$ cat config.mk
export PLATFORM = sky130hd
export DESIGN_NAME = mem_port_arbiter
export DESIGN_NICKNAME = d
export VERILOG_FILES = /design/src/rtl/mem_port_arbiter_pkg.sv /design/src/rtl/mem_port_arbiter_prio.sv /design/src/rtl/mem_port_arbiter.sv
export SDC_FILE = /design/constraint.sdc
export NUM_CORES = 1
export LEC_CHECK = 0
export CORE_MARGIN = 10
export CORE_UTILIZATION = 29
export CTS_CLUSTER_SIZE = 8
export DETAILED_ROUTE_END_ITERATION = 16
export PLACE_DENSITY = 0.68
export SLEW_MARGIN = 20
export SYNTH_ARGS = -nofsm -noshare
export SYNTH_HDL_FRONTEND = slang
export SYNTH_HIERARCHICAL = 1
export SYNTH_SLANG_ARGS = --single-unit
$ cat constraint.sdc
create_clock -name clk -period 7.9 [get_ports clk]
set_input_delay 0.79 -clock clk [delete_from_list [all_inputs] [get_ports clk]]
set_output_delay 0.79 -clock clk [all_outputs]
set_load 0.03 [all_outputs]
$ cat src/rtl/mem_port_arbiter_pkg.sv
// Shared encodings and default parameters for the unified-memory port arbiter.
package mem_port_arbiter_pkg;

    typedef enum logic [1:0] {
        ST_IDLE = 2'd0,
        ST_ACC  = 2'd1,
        ST_ACK  = 2'd2
    } state_e;

    typedef enum logic {
        GNT_I = 1'b0,
        GNT_D = 1'b1
    } grant_e;

    localparam int DEF_ADDR_W      = 32;
    localparam int DEF_DATA_W      = 32;
    localparam int DEF_MEM_LAT     = 1;
    localparam int DEF_D_BURST_MAX = 4;

endpackage

$ cat src/rtl/mem_port_arbiter_prio.sv
// Winner select between fetch and load/store, with a data-streak limit so fetch cannot starve.
module mem_port_arbiter_prio
    import mem_port_arbiter_pkg::*;
#(
    parameter int D_BURST_MAX = DEF_D_BURST_MAX
) (
    input  logic clk,
    input  logic reset,
    input  logic i_req,
    input  logic d_req,
    input  logic idle,
    input  logic fire,
    output logic win_d,
    output logic win_i
);

    localparam int SW = $clog2(D_BURST_MAX + 1);

    logic [SW-1:0] d_streak_q;
    logic          at_max;

    assign at_max = (d_streak_q == SW'(D_BURST_MAX));
    assign win_d  = idle & d_req & ~(i_req & at_max);
    assign win_i  = idle & i_req & ~win_d;

    // Streak only grows while fetch is actually waiting behind data.
    always_ff @(posedge clk or negedge reset) begin
        if (!reset) begin
            d_streak_q <= '0;
        end else if (fire) begin
            if (win_d && i_req) begin
                d_streak_q <= at_max ? d_streak_q : d_streak_q + 1'b1;
            end else begin
                d_streak_q <= '0;
            end
        end
    end

endmodule

$ cat src/rtl/mem_port_arbiter.sv
// Shares one single-ported memory between the fetch port and the load/store port.
module mem_port_arbiter
    import mem_port_arbiter_pkg::*;
#(
    parameter int ADDR_W      = DEF_ADDR_W,
    parameter int DATA_W      = DEF_DATA_W,
    parameter int MEM_LAT     = DEF_MEM_LAT,
    parameter int D_BURST_MAX = DEF_D_BURST_MAX
) (
    input  logic              clk,
    input  logic              reset,
    input  logic              i_req,
    input  logic [ADDR_W-1:0] i_addr,
    output logic [DATA_W-1:0] i_rdata,
    output logic              i_ack,
    input  logic              d_req,
    input  logic              d_we,
    input  logic [ADDR_W-1:0] d_addr,
    input  logic [DATA_W-1:0] d_wdata,
    output logic [DATA_W-1:0] d_rdata,
    output logic              d_ack,
    output logic [ADDR_W-1:0] mem_addr,
    output logic [DATA_W-1:0] mem_wdata,
    output logic              mem_read,
    output logic              mem_write,
    input  logic [DATA_W-1:0] mem_rdata,
    output logic              busy
);

    // state | meaning
    // IDLE  | arbitrate; a stale req from the last ack edge is ignored here
    // ACC   | memory strobed for MEM_LAT cycles, rdata sampled on the last
    // ACK   | one-cycle ack to the granted port
    localparam int          CNT_W    = (MEM_LAT > 1) ? $clog2(MEM_LAT) : 1;
    localparam logic [CNT_W-1:0] CNT_LAST = CNT_W'(MEM_LAT - 1);

    state_e              state_q;
    grant_e              grant_q;
    logic [CNT_W-1:0]    cnt_q;
    logic                we_q;
    logic [ADDR_W-1:0]   addr_q;
    logic [DATA_W-1:0]   wdata_q;
    logic [DATA_W-1:0]   i_rdata_q;
    logic [DATA_W-1:0]   d_rdata_q;
    logic                i_ack_q;
    logic                d_ack_q;
    logic                mem_read_q;
    logic                mem_write_q;
    logic                win_d;
    logic                win_i;
    logic                idle;

    assign idle = (state_q == ST_IDLE);

    mem_port_arbiter_prio #(
        .D_BURST_MAX(D_BURST_MAX)
    ) u_prio (
        .clk   (clk),
        .reset (reset),
        .i_req (i_req),
        .d_req (d_req),
        .idle  (idle),
        .fire  (win_d | win_i),
        .win_d (win_d),
        .win_i (win_i)
    );

    always_ff @(posedge clk or negedge reset) begin
        if (!reset) begin
            state_q     <= ST_IDLE;
            grant_q     <= GNT_I;
            cnt_q       <= '0;
            we_q        <= 1'b0;
            addr_q      <= '0;
            wdata_q     <= '0;
            i_rdata_q   <= '0;
            d_rdata_q   <= '0;
            i_ack_q     <= 1'b0;
            d_ack_q     <= 1'b0;
            mem_read_q  <= 1'b0;
            mem_write_q <= 1'b0;
        end else begin
            case (state_q)
                ST_IDLE: begin
                    i_ack_q <= 1'b0;
                    d_ack_q <= 1'b0;
                    if (win_d || win_i) begin
                        state_q     <= ST_ACC;
                        cnt_q       <= '0;
                        grant_q     <= win_d ? GNT_D : GNT_I;
                        addr_q      <= win_d ? d_addr : i_addr;
                        we_q        <= win_d & d_we;
                        mem_read_q  <= win_i | ~d_we;
                        mem_write_q <= win_d & d_we;
                        if (win_d) begin
                            wdata_q <= d_wdata;
                        end
                    end
                end
                ST_ACC: begin
                    cnt_q <= cnt_q + 1'b1;
                    if (cnt_q == CNT_LAST) begin
                        state_q     <= ST_ACK;
                        mem_read_q  <= 1'b0;
                        mem_write_q <= 1'b0;
                        if (grant_q == GNT_I) begin
                            i_rdata_q <= mem_rdata;
                            i_ack_q   <= 1'b1;
                        end else begin
                            d_ack_q <= 1'b1;
                            if (!we_q) begin
                                d_rdata_q <= mem_rdata;
                            end
                        end
                    end
                end
                ST_ACK: begin
                    i_ack_q <= 1'b0;
                    d_ack_q <= 1'b0;
                    state_q <= ST_IDLE;
                end
                default: begin
                    state_q <= ST_IDLE;
                end
            endcase
        end
    end

    assign i_rdata   = i_rdata_q;
    assign d_rdata   = d_rdata_q;
    assign i_ack     = i_ack_q;
    assign d_ack     = d_ack_q;
    assign mem_addr  = addr_q;
    assign mem_wdata = wdata_q;
    assign mem_read  = mem_read_q;
    assign mem_write = mem_write_q;
    assign busy      = ~idle;

endmodule

### Word level (Yosys, flattened, before mapping)

Index checks and enable logic that the tools add are counted.

| word-level totals | value |
|---|---|
| output and inout port bits | 133 |
| bits in latches | 0 |
| word-level logic and storage cells | 74 |
| bits of input ports | 133 |
| memories | 0 |
| RAM bits | 0 |
| bits in read-only memories | 0 |
| register bits after elaboration | 140 |

| cells by class | value |
|---|---|
| multiply operators | 0 |
| div/mod/pow operators | 0 |
| muxes and demuxes | 20 |
| magnitude comparators | 0 |
| equal/unequal tests | 8 |
| reductions and logical operators | 16 |
| add/subtract/negate cells | 2 |
| bitwise operators | 15 |
| shift-type cells | 0 |

Operators by type and width:

| kind | count |
|---|---|
| 32-bit 2-to-1 mux | 1 |
| 3-bit AND reduction | 5 |
| 1-bit case mux with 2 select lines | 5 |
| 1-bit 2-to-1 mux | 9 |
| 2-bit inequality test, second input constant | 4 |
| 2-bit AND reduction | 4 |
| 1-bit inverter | 7 |
| 1-bit bitwise AND | 6 |
| 3-bit 2-to-1 mux | 2 |
| 2-bit 2-to-1 mux | 2 |
| 2-bit case mux with 2 select lines | 1 |
| 4-bit AND reduction | 1 |
| 2-bit nonzero test | 2 |
| 3-bit by 1-bit adder with 3-bit output, second input constant | 1 |
| 3-bit equality test, second input constant | 1 |
| 2-bit by 1-bit equality test with 1-bit output, second input constant | 1 |
| 2-bit equality test, second input constant | 1 |
| 2-bit zero test | 1 |
| 2-bit by 1-bit inequality test with 1-bit output, second input constant | 1 |
| 1-bit bitwise OR | 2 |
| 2-bit OR reduction | 1 |
| 1-bit adder, second input constant | 1 |
| 1-bit logical AND | 1 |
| 1-bit logical OR | 1 |

### Depth between registers and ports, before layout

| depth | value |
|---|---|
| depth in word-level cells | 9 |
| gate-level depth with buffers | 12 |
| gate-level depth less buffers | 8 |

### Cells and area by module

Netlist, hierarchy kept.

By module, submodules not included:

| module | times used | seq. area each (um^2) | area each (um^2) | cells an instance |
|---|---|---|---|---|
| mem_port_arbiter | 1 | 3428.3 | 5569.1 | 379 |
| mem_port_arbiter_prio | 1 | 75.1 | 191.4 | 21 |

### Worst setup path before layout

OpenSTA, ideal clock, no wires.

| timing path | value |
|---|---|
| path kind | reg2reg |
| from | reg state_q[0] |
| to | reg u_prio.d_streak_q[0] |
| data required time | 7.816 ns |
| slack | 5.178 ns |
| library setup time | 0.084 ns |
| stages on the path, launching flop included | 13 |
| arrival time | 2.637 ns |
| clock period less this slack | 2.722 ns |
| buffers on the path | 5 |
| cells stage by stage | dfrtp_1 nor2_1 clkbuf_1 clkbuf_1 nand2_1 a31oi_1 clkbuf_1 or2_1 buf_2 clkbuf_1 and4_2 nand3_1 o21ai_0 |

| on the way | value |
|---|---|
| cells in the longest elaborated chain, start to end | 7 |
| elaborated cells on any way between the ends | 11 |
| classes of those cells | 1 x eq/ne; 1 x mux; 6 x bitwise; 3 x reduce/logical |

RTL lines:

| item | RTL line | RTL |
|---|---|---|
| start: declaration | mem_port_arbiter.sv:37 | `state_e state_q;` |
| start signal: assignment | mem_port_arbiter.sv:70 | `state_q <= ST_IDLE;` |
| start signal: assignment | mem_port_arbiter.sv:88 | `state_q <= ST_ACC;` |
| start signal: assignment | mem_port_arbiter.sv:103 | `state_q <= ST_ACK;` |
| 2-bit zero test * | mem_port_arbiter.sv:53 | `assign idle = (state_q == ST_IDLE);` |
| named net idle | mem_port_arbiter.sv:51 | `logic idle;` |
| 1-bit bitwise AND * (2 in series) | mem_port_arbiter_prio.sv:23 | `assign win_d = idle & d_req & ~(i_req & at_max);` |
| named net win_d | mem_port_arbiter.sv:49 | `logic win_d;` |
| 1-bit inverter | mem_port_arbiter_prio.sv:24 | `assign win_i = idle & i_req & ~win_d;` |
| 1-bit bitwise AND | mem_port_arbiter_prio.sv:24 |  |
| 1-bit bitwise OR | mem_port_arbiter.sv:63 | `.fire (win_d \| win_i),` |
| 2-bit AND reduction (no line) | n/a |  |
| end signal: assignment | mem_port_arbiter_prio.sv:32 | `d_streak_q <= at_max ? d_streak_q : d_streak_q + 1'b1;` |
| end: declaration | mem_port_arbiter_prio.sv:19 | `logic [SW-1:0] d_streak_q;` |

The timed path passes the listed nets; every way through them passes the cells marked *.
A chain may end at the register's enable or synchronous reset.

### Worst setup path in the final report

| timing path | value |
|---|---|
| from | reg state_q[0] |
| to | reg addr_q[31] (netlist: mem_addr[31]) |

| on the way | value |
|---|---|
| cells in the longest elaborated chain, start to end | 7 |
| elaborated cells on any way between the ends | 9 |
| classes of those cells | 1 x mux; 5 x bitwise; 3 x reduce/logical |

RTL lines:

| item | RTL line | RTL |
|---|---|---|
| 2-bit zero test * | mem_port_arbiter.sv:53 |  |
| 1-bit bitwise AND * (2 in series) | mem_port_arbiter_prio.sv:23 |  |
| named net win_d | mem_port_arbiter.sv:49 |  |
| 1-bit inverter | mem_port_arbiter_prio.sv:24 |  |
| 1-bit bitwise AND | mem_port_arbiter_prio.sv:24 |  |
| 1-bit logical OR | mem_port_arbiter.sv:87 | `if (win_d \|\| win_i) begin` |
| 2-bit AND reduction (no line) | n/a |  |
| end signal: assignment | mem_port_arbiter.sv:91 | `addr_q <= win_d ? d_addr : i_addr;` |
| end: declaration | mem_port_arbiter.sv:41 | `logic [ADDR_W-1:0] addr_q;` |

Marked as above.

==> key figures <==
Run status
  • Status: finished clean

Setup path
  • Reg2reg end: mem_addr[31]
  • Crit-path max FO: just over 40
  • Reg2Reg Depth: 9
  • CP Data Arrival Time: about 3500 ps
  • Startpoint types: flip-flop
  • Critical Path End Type: flip-flop
  • R2R Path Start: state_q[0]
  • CP startpoint: state_q[0]
  • Worst Path Required: 8150 ps
  • Worst Setup EP: mem_addr[31]
  • Crit Path Category: flip-flop to flip-flop
  • Internal reg-to-reg setup slack: approximately 4600 ps

Pwr
  • Clock power share: 0.182
  • Pwr/cell area: 489.7 nW/um2
  • Int Power: ~2700 uW
  • IR Drop Worst-Case VDD: between 0.0002 and 0.00025 V
  • Sequential power share: 0.285
  • Leak Pwr: 0.003913 uW
  • Overall power: approximately 4600 uW
  • Logic pwr share: 0.533
  • Net switching fraction of the power: 0.4046
  • Switching power: ~1800 uW

STA
  • RSZ-0062 raised after global routing: false
  • Setup violators final: 0
  • Fin crit share: 0.4143
  • Final Max Tran Viols: 0
  • Fin crit period: around 3300 ps
  • WHS: 337.4 ps
  • Worst slew margin: 0.3215
  • Maximum clock rate: 305.5 MHz
  • Final Hold Fails: 0
  • Clock Skew: roughly 15 ps
  • Worst-margin pin slew: 1015 ps
  • Final TNS setup: 0 ps

Clocking
  • CTS Sinks: 140
  • H-tree depth: 4
  • Setup bufs post-CTS: 0
  • Root Buffer: clkbuf_16
  • Cts hold-fix bufs: 0
  • TritonCTS clock tree: built
  • Clk Latency, worst-skew pair: around 410 ps
  • CTS Buf Count: 17
  • Worst-path clk slew: 60 ps
  • Post-CTS resize count: 0
  • Worst-case clock buffer depth: 2

Detailed routing
  • DR DRC count: 0
  • Drt total wl: between 15000 and 20000 um
  • DR vias/cell: 4.487
  • Post-route ant nets: 0
  • Via count: roughly 4.2k
  • DR WL/cell: between 15 and 20 um
  • DR iter-0 viols: 186
  • First-pass detailed-route iteration total: 4

Floorplan
  • Full die area: between 20000 and 30000 um2
  • Die Ht: 160.9 um
  • Initial Utilization: 0.2950
  • Core outline area: 19530 um2
  • I/O pins: around 270
  • # rows: 51
  • Die width: between 150 and 200 um

Placed design
  • Placed Area: between 8000 and 9000 um2
  • Placed cells: around 900
  • Hpwl dp: between 10000 and 15000 um
  • Final GP Congestion: 0.7568
  • I/O Buffers: between 200 and 300

Synth
  • Netlist Area Pre-Place: 5761 um2
  • Primary FF master, synth: dfrtp_1
  • Most frequent cell after synthesis: dfrtp_1
  • Synth top area share: 0.6082
  • Ys Warns: 6
  • Mapped Avg Cell Area: about 14 um2
  • Yosys reg bits: 140
  • EDFF count, synth: 0
  • Commonest cells post-synth: dfrtp_1 (140), a21oi_1 (64), mux2_2 (64), mux2i_1 (32), mux2_4 (30)
  • Post-synth ARST share: 1.000
  • Distinct cells, synth: 31
  • Sequential element share of the synthesized area: 0.6082
  • Top cells by area, synth: dfrtp_1 (61%), mux2_2 (13%), mux2_4 (7.8%)
  • Cells after Synth: 400
  • Post-Syn Nets: ~540
  • Dominant cell type by area after synthesis: dfrtp_1

Global route
  • Initial antenna violation count: 0
  • Grt total ovfl: 0
  • GRT Total Usage: 0.1315
  • Vias in the first global route: around 4.7k
  • First-pass GRT wire length: around 27000 um
  • Largest net degree at the start of global routing: 80

Final layout
  • Non-filler cells, final: around 940
  • Register Area: around 3500 um2
  • Area Overhead vs Synth: 61.64%
  • Layout cell share with drive strength beyond 1: 0.2086
  • Multi-input gate area: between 2000 and 2500 um2
  • N_diodes: 0
  • Fin area: between 9000 and 10000 um2
  • Layout filler cell count: 1736
  • Post-layout nets: around 800

Flow run
  • Max-cap violations: 0

Worst hold path
  • Hold WC Path Type: input pin to async pin
==> logic make-up after synthesis <==
family	Yosys count	share of synthesized area
buffers and inverters	32	0.02888
muxes	128	0.2628
AOI/OAI and AO/OA	77	0.07276
adders and majority gates	2	0.004343
DFF	140	0.6082
and+or+nand+nor	21	0.02302
==> placed cells by master (no fill, tap or decap), types with 4 or more instances in the layout <==
cell type	count
dfrtp_1	140
buf_4	5
clkinv_2	5
a21oi_1	64
clkbuf_16	17
clkdlybuf4s50_1	264
nand2_1	5
mux2i_1	32
bufinv_16	4
inv_1	4
mux2_4	30
mux2_2	64
==> power groups by stage <==
| stage | Clock [uW] | Sequential, uW | Combinational, uW |
|---|---|---|---|
| final | 832 | 1300 | 2430 |
| after global routing | 893 | 1340 | 2570 |
| after CTS | 857 | 1300 | 2470 |
| after detailed placement | 0 | 1300 | 2460 |
| after global placement | 0 | 1290 | 2420 |
| after floorplan | 0 | 1960 | 783 |
==> cell type report <==
type                       instances  share of cell area
inverter                           5            0.002150
timing repair buffer             271              0.2920
tap                              265             0.03561
multi-input combinational        228              0.2271
clock inverter                    15             0.02123
clock buffer                      17             0.04569
sequential                       140              0.3762
==> flip-flops by register name, indices dropped and copies added (netlist names), 2 cells and up <==
register	count
mem_addr	32
i_rdata	32
d_rdata	32
mem_wdata	32
u_prio/d_streak_q	3
state_q	2
==> routing by layer <==
metal,GRT usage,wire [um]
met5,0,0
met4,0.03433,98
met3,0.06058,1575
met2,0.2113,8379
met1,0.1558,7368
==> worst min-delay path by stage <==
stage                        to  slack (ps)  cells past startpoint
detailed placement        i_ack         480                      1
finish              d_rdata[14]         340                      1
floorplan            state_q[0]         440                      1
global route        d_rdata[14]         370                      1
CTS                 d_rdata[14]         350                      1
global placement          i_ack         470                      1
==> critical path, cell delays in order, from the launching register on <==
cell	delay, ps
dfrtp_1	460
nor2_4	110
buf_4	370
nand2_1	150
a31oi_4	160
buf_4	480
or2_1	180
buf_4	360
and2_2	620
a21oi_1	150
==> per-stage QoR <==
| step | util | setup WS [ps] |
|---|---|---|
| floorplan | - | 5178 |
| global placement | 0.4435 | 4074 |
| detailed placement | 0.4435 | 3988 |
| CTS | 0.4754 | 4218 |
| global route | 0.4769 | 4382 |
| finish | 0.4769 | 4627 |
(Power assumes the default switching activity.)
